**config.mk**
```make
export PLATFORM = sky130hd
export DESIGN_NAME = lsu_mem_req
export DESIGN_NICKNAME = d
export VERILOG_FILES = /design/src/rtl/lsu_pkg.sv /design/src/rtl/lsu_load_ext.sv /design/src/rtl/lsu_mem_req.sv
export SDC_FILE = /design/constraint.sdc
export NUM_CORES = 1
export LEC_CHECK = 0
export ABC_CLOCK_PERIOD_IN_PS = 7900
export CORE_AREA = 2 2 181 183
export CTS_BUF_LIST = sky130_fd_sc_hd__clkbuf_4
export CTS_CLUSTER_DIAMETER = 60
export DETAILED_ROUTE_END_ITERATION = 6
export DIE_AREA = 0 0 183 185
export GPL_TIMING_DRIVEN = 1
export PLACE_DENSITY = 0.76
export SYNTH_ARGS = -nofsm -noshare
export SYNTH_HDL_FRONTEND = slang
export SYNTH_HIERARCHICAL = 1
export SYNTH_SLANG_ARGS = --single-unit
export TNS_END_PERCENT = 10
```
**constraint.sdc**
```tcl
create_clock -name clk -period 7.9 [get_ports clk]
set_input_delay 1.58 -clock clk [delete_from_list [all_inputs] [get_ports clk]]
set_output_delay 1.58 -clock clk [all_outputs]
set_load 0.005 [all_outputs]
```
**src/rtl/lsu_pkg.sv**
```systemverilog
`default_nettype none
// ============================================================================
// Module      : lsu_pkg
// Description : Shared types and helpers for the load/store request sequencer.
//               - size_e     : access size encoding (byte/half/word/double)
//               - state_e    : sequencer state encoding
//               - size_mask  : byte-enable mask for an access size (lane 0 based)
//               - align_mask : low address bits that must be zero for a size
// Revision    : 1.0 - initial release
// ============================================================================
package lsu_pkg;

    typedef enum logic [1:0] {
        SZ_B = 2'd0,
        SZ_H = 2'd1,
        SZ_W = 2'd2,
        SZ_D = 2'd3
    } size_e;

    typedef enum logic [1:0] {
        ST_IDLE   = 2'd0,
        ST_ACCESS = 2'd1,
        ST_RESP   = 2'd2
    } state_e;

    // Equivalent to (1 << (1 << size)) - 1, written out to keep widths exact.
    function automatic logic [7:0] size_mask(input size_e size);
        logic [7:0] m;
        case (size)
            SZ_B:    m = 8'h01;
            SZ_H:    m = 8'h03;
            SZ_W:    m = 8'h0F;
            default: m = 8'hFF;
        endcase
        return m;
    endfunction

    // (1 << size) - 1: any of these address bits set means misaligned.
    function automatic logic [2:0] align_mask(input size_e size);
        logic [2:0] m;
        case (size)
            SZ_B:    m = 3'b000;
            SZ_H:    m = 3'b001;
            SZ_W:    m = 3'b011;
            default: m = 3'b111;
        endcase
        return m;
    endfunction

endpackage
`default_nettype wire

```
**src/rtl/lsu_load_ext.sv**
```systemverilog
`default_nettype none
// ============================================================================
// Module      : lsu_load_ext
// Description : Combinational load-data extraction. Shifts the 64-bit memory
//               word right by the byte offset, truncates to the access size
//               and sign- or zero-extends back to 64 bits.
// Ports       : i_rdata    [63:0] aligned 64-bit word from memory
//               i_off      [2:0]  byte offset within the word
//               i_size     size_e access size
//               i_unsigned        1 = zero-extend, 0 = sign-extend
//               o_result   [63:0] extended load value
// Revision    : 1.0 - initial release
// ============================================================================
module lsu_load_ext
    import lsu_pkg::*;
(
    input  logic [63:0] i_rdata,
    input  logic [2:0]  i_off,
    input  size_e       i_size,
    input  logic        i_unsigned,
    output logic [63:0] o_result
);

    logic [63:0] w_shifted;

    assign w_shifted = i_rdata >> {i_off, 3'b000};

    always_comb begin
        o_result = '0;
        case (i_size)
            SZ_B:    o_result = {{56{~i_unsigned & w_shifted[7]}},  w_shifted[7:0]};
            SZ_H:    o_result = {{48{~i_unsigned & w_shifted[15]}}, w_shifted[15:0]};
            SZ_W:    o_result = {{32{~i_unsigned & w_shifted[31]}}, w_shifted[31:0]};
            default: o_result = w_shifted;
        endcase
    end

endmodule
`default_nettype wire

```
**src/rtl/lsu_mem_req.sv**
```systemverilog
`default_nettype none
// ============================================================================
// Module      : lsu_mem_req
// Description : Load/store request sequencer between the memory stage and the
//               memory bridge. One request per handshake, no pipelining.
//               IDLE -> ACCESS -> RESP for aligned accesses, IDLE -> RESP for
//               misaligned ones (flagged with resp_err, no memory access).
// Parameters  : MEM_LAT  cycles mem_en is held for a load (>= 1)
// Ports       : clk, rst              clock / async active-high reset
//               req_valid, req_ready  request handshake
//               req_wen, req_addr, req_wdata, req_size, req_unsigned
//               resp_valid, resp_data, resp_err   one-cycle completion pulse
//               mem_en, mem_wen, mem_raddr, mem_waddr, mem_wdata, mem_wmask
//               mem_rdata             bridge interface
// Revision    : 1.0 - initial release
// ============================================================================
module lsu_mem_req
    import lsu_pkg::*;
#(
    parameter int MEM_LAT = 1
) (
    input  logic        clk,
    input  logic        rst,
    input  logic        req_valid,
    output logic        req_ready,
    input  logic        req_wen,
    input  logic [63:0] req_addr,
    input  logic [63:0] req_wdata,
    input  logic [1:0]  req_size,
    input  logic        req_unsigned,
    output logic        resp_valid,
    output logic [63:0] resp_data,
    output logic        resp_err,
    output logic        mem_en,
    output logic        mem_wen,
    output logic [63:0] mem_raddr,
    output logic [63:0] mem_waddr,
    output logic [63:0] mem_wdata,
    output logic [7:0]  mem_wmask,
    input  logic [63:0] mem_rdata
);

    localparam int                c_CNT_W = (MEM_LAT > 1) ? $clog2(MEM_LAT) : 1;
    localparam logic [c_CNT_W-1:0] c_LAST  = c_CNT_W'(MEM_LAT - 1);

    state_e             r_state;
    state_e             w_next_state;
    logic [c_CNT_W-1:0] r_cnt;
    logic [63:0]        r_addr;
    logic [63:0]        r_wdata;
    size_e              r_size;
    logic               r_wen;
    logic               r_unsigned;
    logic [63:0]        r_resp_data;
    logic               r_resp_err;

    logic               w_misaligned;
    logic               w_cnt_last;
    logic [63:0]        w_load_data;

    assign w_misaligned = |(req_addr[2:0] & align_mask(size_e'(req_size)));
    assign w_cnt_last   = (r_cnt == c_LAST);
    assign resp_data    = r_resp_data;
    assign resp_err     = r_resp_err;

    lsu_load_ext u_load_ext (
        .i_rdata    (mem_rdata),
        .i_off      (r_addr[2:0]),
        .i_size     (r_size),
        .i_unsigned (r_unsigned),
        .o_result   (w_load_data)
    );

    // ------------------------------------------------------------------------
    // State register
    // ------------------------------------------------------------------------
    always_ff @(posedge clk or posedge rst) begin
        if (rst) begin
            r_state <= ST_IDLE;
        end else begin
            r_state <= w_next_state;
        end
    end

    // ------------------------------------------------------------------------
    // Next state and bridge/handshake outputs. All mem_* outputs are zero
    // outside ACCESS so the bridge sees a clean, single-cycle write strobe.
    // ------------------------------------------------------------------------
    always_comb begin
        w_next_state = r_state;
        req_ready    = 1'b0;
        resp_valid   = 1'b0;
        mem_en       = 1'b0;
        mem_wen      = 1'b0;
        mem_raddr    = '0;
        mem_waddr    = '0;
        mem_wdata    = '0;
        mem_wmask    = '0;
        case (r_state)
            ST_IDLE: begin
                req_ready = 1'b1;
                if (req_valid) begin
                    w_next_state = w_misaligned ? ST_RESP : ST_ACCESS;
                end
            end
            ST_ACCESS: begin
                mem_en    = 1'b1;
                mem_wen   = r_wen;
                mem_raddr = {r_addr[63:3], 3'b000};
                mem_waddr = {r_addr[63:3], 3'b000};
                mem_wdata = r_wdata << {r_addr[2:0], 3'b000};
                mem_wmask = size_mask(r_size) << r_addr[2:0];
                // Stores leave after one cycle regardless of MEM_LAT.
                if (r_wen || w_cnt_last) begin
                    w_next_state = ST_RESP;
                end
            end
            ST_RESP: begin
                resp_valid   = 1'b1;
                w_next_state = ST_IDLE;
            end
            default: begin
                w_next_state = ST_IDLE;
            end
        endcase
    end

    // ------------------------------------------------------------------------
    // Request latch, latency counter and response registers
    // ------------------------------------------------------------------------
    always_ff @(posedge clk or posedge rst) begin
        if (rst) begin
            r_cnt       <= '0;
            r_addr      <= '0;
            r_wdata     <= '0;
            r_size      <= SZ_B;
            r_wen       <= 1'b0;
            r_unsigned  <= 1'b0;
            r_resp_data <= '0;
            r_resp_err  <= 1'b0;
        end else begin
            case (r_state)
                ST_IDLE: begin
                    if (req_valid) begin
                        r_addr     <= req_addr;
                        r_wdata    <= req_wdata;
                        r_size     <= size_e'(req_size);
                        r_wen      <= req_wen;
                        r_unsigned <= req_unsigned;
                        r_cnt      <= '0;
                        // Misaligned requests skip ACCESS, so the response
                        // is loaded on the way straight into RESP.
                        if (w_misaligned) begin
                            r_resp_data <= '0;
                            r_resp_err  <= 1'b1;
                        end
                    end
                end
                ST_ACCESS: begin
                    if (r_wen) begin
                        r_resp_data <= '0;
                        r_resp_err  <= 1'b0;
                    end else if (w_cnt_last) begin
                        // rdata is only guaranteed on the final held cycle.
                        r_resp_data <= w_load_data;
                        r_resp_err  <= 1'b0;
                    end else begin
                        r_cnt <= r_cnt + 1'b1;
                    end
                end
                default: begin
                end
            endcase
        end
    end

endmodule
`default_nettype wire

```
Word level (Yosys, flattened, before mapping) --
Index checks and enable logic that the tools add are counted.
Cells by class: equality and inequality tests 11, shifts and indexed selects 3, $add $sub $neg 1, multiplexer cells 29, reductions and logical operators 10, bitwise operators 6
Operators by type and width (count):
- 64-bit two-way mux | 6
- 64-bit case mux with 3 select lines | 1
- 64-bit case mux with 2 select lines | 1
- 64-bit by 6-bit << shifter with 64-bit output | 1
- 64-bit by 6-bit right shift with 64-bit output | 1
- 8-bit case mux with 3 select lines | 1
- 8-bit two-way mux | 2
- 1-bit two-way mux | 11
- 3-bit case mux with 3 select lines | 1
- 2-bit != test, second input constant | 4
- 8-bit by 3-bit << shifter with 8-bit output | 1
- 2-bit by 1-bit == test with 1-bit output, second input constant | 3
- 2-bit == test, second input constant | 3
- 2-bit zero test | 3
- 2-bit two-way mux | 3
- 1-bit case mux with 2 select lines | 2
- 2-bit case mux with 2 select lines | 1
- 2-bit AND reduction | 2
- 4-bit AND reduction | 1
- 1-bit bitwise AND | 3
- 3-bit bitwise AND | 1
- 3-bit != test, second input constant | 1
- 3-bit AND reduction | 1
- 3-bit OR reduction | 1
- 4 further kinds | 5
Storage, ports and cells: bits of input ports 199, word-level logic and storage cells 69, bits in registers 200, output and inout port bits 269

Depth between registers and ports, before layout --
word-level depth 7, depth in mapped cells 9, gate-level depth less buffers 6

By module --
The synthesis kept the hierarchy.
By module, submodules not included:
- lsu_mem_req | times used 1, area an instance 10916.7 um^2, cells an instance 981
- lsu_load_ext | times used 1, area an instance 2299.7 um^2, cells an instance 264

Least setup slack after synthesis --
OpenSTA, ideal clock, no wires.
path type flip-flop to output port, start register r_addr[1], end output mem_wdata[55], required time 6.320 ns, cell stages (with the launch flop) 5, path slack 4.878 ns, arrival 1.442 ns, path through dfrtp_1 -> buf_4 -> buf_4 -> mux4_2 -> a221o_1
On the way: longest elaborated chain between the ends 2
RTL lines:
- start, declared | line lsu_mem_req.sv:49 | logic [63:0] r_addr;
- start signal, assigned | line lsu_mem_req.sv:145 | r_addr <= req_addr;
- 64-bit by 6-bit << shifter with 64-bit output | line lsu_mem_req.sv:111 | mem_wdata = r_wdata << {r_addr[2:0], 3'b000};
- 64-bit two-way mux | line lsu_mem_req.sv:99 | case (r_state)
- end, declared | line lsu_mem_req.sv:38 | output logic [63:0] mem_wdata,
Every way passes these cells.

Final worst setup path --
start register r_state[1], end output mem_wmask[2]
On the way: longest elaborated chain between the ends 2
RTL lines:
- start, declared | line lsu_mem_req.sv:46 | state_e r_state;
- start signal, assigned | line lsu_mem_req.sv:81 | r_state <= w_next_state;
- 2-bit by 1-bit == test with 1-bit output | line lsu_mem_req.sv:99
- 8-bit two-way mux | line lsu_mem_req.sv:99
- end, declared | line lsu_mem_req.sv:39 | output logic [7:0] mem_wmask,
Every way passes these cells.

==> results.sh <==
export IMPL_crit_type="flip-flop to output port"
export IMPL_multi_input_area_mm2=0.007015
export IMPL_power_density_mw_per_mm2=239.5
export IMPL_coreArea_mm2=0.03204
export IMPL_nets=1757
export IMPL_critPathCaptureType="output port"
export IMPL_critPathLaunchType="flip-flop"
export IMPL_wl_per_cell_um=24.32
export IMPL_place_area_mm2=0.01730
export IMPL_drt_first_pass_iters=6
export IMPL_wl_met3_mm=4.358
export IMPL_final_setup_viol_count=0
export IMPL_postCtsSetupBuffers=0
export IMPL_crit_buf_inv=2
export IMPL_synth_top_area_share_pct=37.68
export IMPL_synth_warnings=6
export IMPL_setup_worst_path_start="r_state[1]"
export IMPL_worstPathMaxFanout=67
export IMPL_place_ws_ns=3.123
export IMPL_syn_inst=1245
export IMPL_yosysUniqueCellTypes=58
export IMPL_dp_cells=1947
export IMPL_synthArstFlopShare_pct=100.0
export IMPL_start_util_pct=41.25
export IMPL_hold_viol_final=0
export IMPL_portBuffers=461
export IMPL_ioPinCount=468
export IMPL_fp_row_count=66
export IMPL_wl_met1_mm=18.83
export IMPL_holdBufCountCts=0
export IMPL_outcome="finished clean"
export IMPL_dieHeight_um=185
export IMPL_finalWirelength_mm=48.30
export IMPL_drv_slew=0
export IMPL_rsz0062_at_grt="no"
export IMPL_synth_ff_type="dfrtp_1"
export IMPL_crit_family="buffers and inverters"
export IMPL_synth_edff_count=0
export IMPL_antenna_found_initial=8
export IMPL_maxCapViolations=0
export IMPL_worst_slack_ns=2.502
export IMPL_hold_class="flip-flop to flip-flop"
export IMPL_max_stage_delay_ns=0.73
export IMPL_fmax_mhz=185.2
export IMPL_grt_overflow=0
export IMPL_grt_pass1_wl_mm=71.04
export IMPL_num_vias=11840
export IMPL_insertion_delay_ns=0.59
export IMPL_ir_drop_mv=0.1352
export IMPL_path_cells="nand2b_2, inv_2, nand2b_1, a211oi_1, clkdlybuf4s50_1"
export IMPL_avgSynthCellArea_um2=10.62
export IMPL_ctsResizeCount=0
export IMPL_fin_total_pwr_mw=4.220
export IMPL_top_layer_used="met5"
export IMPL_fin_crit_ns=5.398
export IMPL_final_area_mm2=0.01762
export IMPL_regArea_mm2=0.004989
export IMPL_tritoncts="yes"
export IMPL_nFillCells=2820
export IMPL_syn_area_mm2=0.01322
export IMPL_slew_headroom_pct=23.88
export IMPL_drc=0
export IMPL_drive_gt1_share_pct=16.42
export IMPL_synth_seq_area_share_pct=37.68
export IMPL_tns_ns=0
export IMPL_r2r_start="r_addr[0]"
export IMPL_syn_to_final_growth_pct=33.31
export IMPL_yosys_top_cells_area="dfrtp_1, mux2_2, mux4_2"
export IMPL_grt_usage_pct=27.58
export IMPL_cellLeakagePower_nw=7.005
export IMPL_clockBufferDepth=2
export IMPL_slowest_stage="nand2b_1"
export IMPL_fin_cells=1986
export IMPL_dp_hpwl_mm=34.71
export IMPL_viasPerCell=5.962
export IMPL_period_share_pct=68.33
export IMPL_worst_pin_slew_ns=1.142
export IMPL_met2_wirelength_mm=23.16
export IMPL_gp_congestion=0.9163
export IMPL_cts_buffers=17
export IMPL_ys_seq_elements=199
export IMPL_die_area_mm2=0.03386
export IMPL_yosysTopAreaCell="dfrtp_1"
export IMPL_grt_pass1_vias=11710
export IMPL_arrival_ns=3.82
export IMPL_clk_pin_slew_ns=0.19
export IMPL_cts_sinks=199
export IMPL_required_ns=6.32
export IMPL_grt_max_degree=91
export IMPL_cts_root_buffer="clkbuf_4"
export IMPL_drt_initial_drc_count=1315
export IMPL_die_width_um=183
export IMPL_h_tree_depth=4
export IMPL_ant_nets=0
export IMPL_clock_skew_ns=0.04934
export IMPL_holdCritStartpoint="r_addr[22]"
final cells by class:
cell class                 instances  share of cell area, %
multi-input combinational        851                  39.82
timing repair buffer             476                  26.83
tap                              408                  2.897
inverter                          13                 0.3196
clock inverter                    15                  1.001
clock buffer                      17                 0.7243
sequential                       199                  28.31
antenna                            7                0.09942
power breakdown:
group          leakage (nW)  switching [mW]  internal [mW]
sequential             2.42           0.375           1.33
combinational          4.43           0.841           1.09
clock                 0.160           0.434          0.151
per-layer routing:
layer,global-route usage [%],vias up
met1,34.90,5878
met5,0,-
met2,45.44,727
li1,-,5128
met3,6.351,104
met4,11.84,4
Yosys cell counts, drive strengths merged (11+ instances only):
master,n
a22oi,70
and2,64
buf,158
clkbuf,29
dfrtp,199
inv,13
mux2,148
mux2i,79
mux4,49
nand2,129
nand3,11
nand4,26
nor2,39
nor2b,14
o2111ai,16
o21ai,90
flip-flops by register name, indices dropped and copies added, names as in the netlist:
| signal | cells |
|---|---|
| r_unsigned | 1 |
| resp_err | 1 |
| r_wdata | 64 |
| r_addr | 64 |
| r_wen | 1 |
| resp_data | 64 |
| r_state | 2 |
| r_size | 2 |
metrics by stage:
| stage | hold slack, ns | util [%] |
|---|---|---|
| detailed placement | 0.4873 | 53.99 |
| global placement | 0.4813 | 53.99 |
| finish | 0.5197 | 54.99 |
| global route | 0.5311 | 54.99 |
| floorplan | 0.4720 | - |
| CTS | 0.5262 | 54.94 |
placed cells by master, fill, tap and decap left out, types with 17 or more instances in the layout:
| master | count |
|---|---|
| clkdlybuf4s50_1 | 461 |
| dfrtp_1 | 196 |
| mux2_2 | 148 |
| nand2_1 | 129 |
| o21ai_0 | 87 |
| mux2i_1 | 79 |
| a22oi_1 | 69 |
| and2_1 | 64 |
| mux4_2 | 42 |
| nor2_1 | 39 |
| nand4_1 | 26 |
| clkbuf_4 | 17 |
kinds of logic after synthesis:
logic type / after synthesis / share of synthesized area (%)
other: 1 / 0.02837
and+or+nand+nor: 319 / 12.19
muxes: 276 / 27.14
DFF: 199 / 37.68
AOI/OAI and AO/OA: 250 / 13.25
buffers and inverters: 200 / 9.704
path summary, 6_finish.rpt:
kind / cells after the start / slack [ns] / endpoint
max: 5 / 2.50 / mem_wmask[2]
min reg2reg: 1 / 0.52 / r_addr[22]
max reg2reg: 8 / 3.35 / resp_data[18]
min in group asynchronous: 2 / 1.41 / resp_data[13]
min: 1 / 0.52 / r_addr[22]
max in group asynchronous: 3 / 5.09 / r_addr[2]
(Power assumes the default switching activity.)
